<file path="config.mk">
export PLATFORM = sky130hd
export DESIGN_NAME = sink_crc8
export DESIGN_NICKNAME = d
export VERILOG_FILES = /design/src/rtl/stream_chk_pkg.sv /design/src/rtl/sink_crc8.sv
export SDC_FILE = /design/constraint.sdc
export NUM_CORES = 1
export LEC_CHECK = 0
export ABC_AREA = 1
export BUFFER_PORTS_ARGS = -buffer_cell sky130_fd_sc_hd__buf_2
export CAP_MARGIN = 20
export CORE_AREA = 2 2 39 41
export DETAILED_ROUTE_END_ITERATION = 7
export DIE_AREA = 0 0 41 43
export GPL_TIMING_DRIVEN = 0
export HOLD_SLACK_MARGIN = 0.03
export PLACE_DENSITY_LB_ADDON = 0.15
export SLEW_MARGIN = 25
export SYNTH_ARGS = -nofsm -noshare
export SYNTH_HDL_FRONTEND = slang
export SYNTH_SLANG_ARGS = --single-unit
</file>
<file path="constraint.sdc">
create_clock -name clk -period 2.3 [get_ports clk]
set_input_delay 0.115 -clock clk [delete_from_list [all_inputs] [get_ports clk]]
set_output_delay 0.115 -clock clk [all_outputs]
set_load 0.01 [all_outputs]
</file>
<file path="src/rtl/stream_chk_pkg.sv">
// Shared types and CRC-8 helper for the stream sink checker.
// The CRC step is MSB-first, unreflected, with no final XOR.
package stream_chk_pkg;

    typedef enum logic [1:0] {
        StIdle,
        StCapture,
        StCheck,
        StDone
    } state_e;

    localparam logic [7:0] CrcPolyDefault = 8'h07;
    localparam logic [7:0] CrcInitDefault = 8'h00;

    function automatic logic [7:0] crc8_step(input logic [7:0] crc, input logic [7:0] data,
                                             input logic [7:0] poly);
        logic [7:0] c;
        c = crc ^ data;
        for (int i = 0; i < 8; i++) begin
            c = c[7] ? ((c << 1) ^ poly) : (c << 1);
        end
        return c;
    endfunction

endpackage

</file>
<file path="src/rtl/sink_crc8.sv">
// Registered CRC-8 accumulator. When init is high the seed is loaded;
// otherwise, when en is high, one data byte is folded in. Either takes effect on the next clock.
module sink_crc8
    import stream_chk_pkg::*;
#(
    parameter logic [7:0] CRC_POLY = CrcPolyDefault,
    parameter logic [7:0] CRC_INIT = CrcInitDefault
) (
    input  logic       clk,
    input  logic       rst_n,
    input  logic       init,
    input  logic       en,
    input  logic [7:0] data,
    output logic [7:0] crc
);

    logic [7:0] crc_q, crc_d;

    always_comb begin
        crc_d = crc_q;
        if (init) begin
            crc_d = CRC_INIT;
        end else if (en) begin
            crc_d = crc8_step(crc_q, data, CRC_POLY);
        end
    end

    always_ff @(posedge clk or negedge rst_n) begin
        if (!rst_n) begin
            crc_q <= CRC_INIT;
        end else begin
            crc_q <= crc_d;
        end
    end

    assign crc = crc_q;

endmodule

</file>
==> impl_metrics.tcl <==
set metrics [dict create \
    status "finished, final reports clean" \
    power.switching_uw 269.6 \
    rsz0062_at_grt "false" \
    cp.arrival_ns 1.41 \
    port_buffers 19 \
    slew_headroom_pct 67.98 \
    r2r-end "crc[2]" \
    p_int_uw 353.8 \
    netlist_instances 102 \
    grt_max_degree 9 \
    cts.sink_count 8 \
    row_count 14 \
    p_leak_uw 0.0004947 \
    wl_um 1351 \
    cts_htree_levels 1 \
    clockPowerShare_pct 18.5 \
    pwr-share-seq_pct 32.0 \
    ir_worst_vdd_v 0.0003997 \
    rr_startpoint "crc[7]" \
    critical_path_class "reg -> reg" \
    swShare_pct 43.25 \
    period_minus_slack_ns 1.256 \
    drive_gt1_share_pct 26.40 \
    syn_avg_cell_area_um2 6.538 \
    endpoint_kind "flip-flop" \
    netlist-cell-type-count 15 \
    min_from "init" \
    viasPerCell 4.858 \
    reg2regPathDepth 10 \
    vias 685 \
    cts_setup_buffers 0 \
    finalSetupViolCount 0 \
    ios 20 \
    path_clk_slew_ns 0.06 \
    syn2layout_area_growth_pct 22.14 \
    p_per_area_nw_per_um2 765.4 \
    cp_max_fo 4 \
    drt_iter0_drc 15 \
    maxCapViolations 0 \
    fillers 143 \
    largest_reg_flops 8 \
    hold_violations 0 \
    cp-startpoint "crc[7]" \
    max_freq_mhz 796.1 \
    worst_pin_slew_ns 0.4785 \
    required_ns 2.46 \
    grt_pass1_wl_um 2401 \
    clock_path_buffers 2 \
    firstDrtPassIters 4 \
    cts_root_buf "clkbuf_4" \
    cp-endpoint "crc[2]" \
    r2r_slack_ns 1.04 \
    diodes 0 \
    dieArea_um2 1763 \
    overflow 0 \
    routabilityCongestion 0.7645 \
    drc 0 \
    grtUsageTotal_pct 20.96 \
    die_w_um 41 \
    seq_area_frac_synth_pct 30.02 \
    synth_area_um2 666.9 \
    fin_setup_tns_ns 0 \
    period_share_pct 54.61 \
    ant_nets 0 \
    combPwrFrac_pct 49.5 \
    avgRoutedWirePerCell_um 9.582 \
    worstHoldPathType "in -> reg" \
    grt_pass1_vias 617 \
    clock_latency_ns 0.26 \
    cts_tree "built" \
    core-area_um2 1384 \
    yosys_register_bits 8 \
    cp-start-kind "flip-flop" \
    finClkSkew_ns 0.002530 \
    drv_slew 0 \
    fp.dieH_um 43 \
    nets 139 \
    total_power_uw 623.4 \
    antenna_found_initial 0 \
    syn_nets 114 \
    start_util_pct 48.19 \
    numCtsBuffers 3 \
    hpwlAfterDp_um 1092 \
    yosysWarnings 0 \
]
==> how the worst min path moves through the flow <==
| stage | end | cells after the start | slack [ns] |
|---|---|---|---|
| after floorplan | crc[0] | 0 | -0.18 |
| after global placement | crc[6] | 1 | -0.02 |
| after detailed placement | crc[5] | 1 | -0.03 |
| after CTS | crc[0] | 4 | 0.19 |
| after global routing | crc[0] | 4 | 0.23 |
| final | crc[0] | 4 | 0.19 |
==> power by group through the flow <==
stage	Clock [µW]	Combinational, µW	Sequential, µW
after floorplan	0	215	216
after detailed placement	0	309	203
final	115	309	200
after global routing	126	361	205
after global placement	0	300	202
after CTS	121	312	200
==> worst max-delay path, cell delays in order, from the launching register on <==
cell	delay (ns)
dfrtp_1	0.40
inv_2	0.07
nand2_1	0.05
nand2_1	0.11
nand2_1	0.10
nand3_1	0.09
nand2_2	0.07
inv_2	0.07
nand2_1	0.05
nand3_1	0.08
nand2_1	0.05
==> cells by family (layout without fill, tap and decap cells) <==
logic type / count (synthesis) / count (layout) / share of synthesized area, %
AO/OA/AOI/OAI: 3 / 3 / 2.438
XOR/XNOR: 9 / 9 / 16.33
flip-flops: 8 / 8 / 30.02
buffers and inverters: 13 / 36 / 7.316
AND/OR/NAND/NOR: 69 / 69 / 43.90
==> metrics by stage <==
step                      utilization (%)  std cells  setup WS [ns]  hold slack [ns]  area (µm²)
after CTS                           58.86        141          1.027           0.1895       814.5
after global placement              56.51        137          1.064         -0.02500       782.0
after detailed placement            56.51        137          1.047         -0.03038       782.0
after global routing                58.86        141         0.8874           0.2251       814.5
final                               58.86        141          1.044           0.1907       814.5
after floorplan                         -        102          1.119          -0.1806       666.9
==> per-layer routing <==
metal	track usage, %	wire length, µm	vias up
met4	18.00	60	0
met3	3.141	56	5
li1	-	-	359
met1	23.83	580	304
met2	31.87	654	17
met5	0	0	-
==> synth_stat cells <==
cell / count / area, µm²
dfrtp_1: 8 / 200.2
xnor2_1: 2 / 17.52
xor2_2: 1 / 16.27
nand3_1: 10 / 50.05
o21ai_1: 1 / 5.000
inv_1: 9 / 33.78
a21oi_1: 1 / 5.000
nand2_1: 55 / 206.5
nand2_2: 2 / 12.51
nor2_8: 1 / 20.02
xor2_1: 3 / 26.28
o22ai_1: 1 / 6.260
inv_2: 4 / 15.01
nor2_1: 1 / 3.750
xnor2_2: 3 / 48.80
==> cell usage in the layout, fill, tap and decap left out, types with 2 or more instances in the layout <==
cell / instances
nand3_1: 10
nand2_2: 2
inv_1: 9
nand2_1: 55
xor2_1: 3
dfrtp_1: 8
xnor2_2: 3
clkbuf_4: 3
buf_2: 19
inv_2: 4
xnor2_1: 2
==> timing repair <==
item | CTS | global route
hold buffers | 1 | 0
gates resized for setup | 0 | 0
endpoints found under the setup margin | 0 | 0
endpoints found under the hold margin | 8 | 0
==> area by class of cell <==
type	instances	area [µm²]	share of cell area (%)
sequential	8	200.2	24.58
timing repair buffer	20	105.1	12.90
inverter	13	48.80	5.991
clock buffer	3	22.52	2.765
multi-input combinational	81	417.9	51.31
tap	16	20.02	2.458
Power figures use the tool's default switching activity.
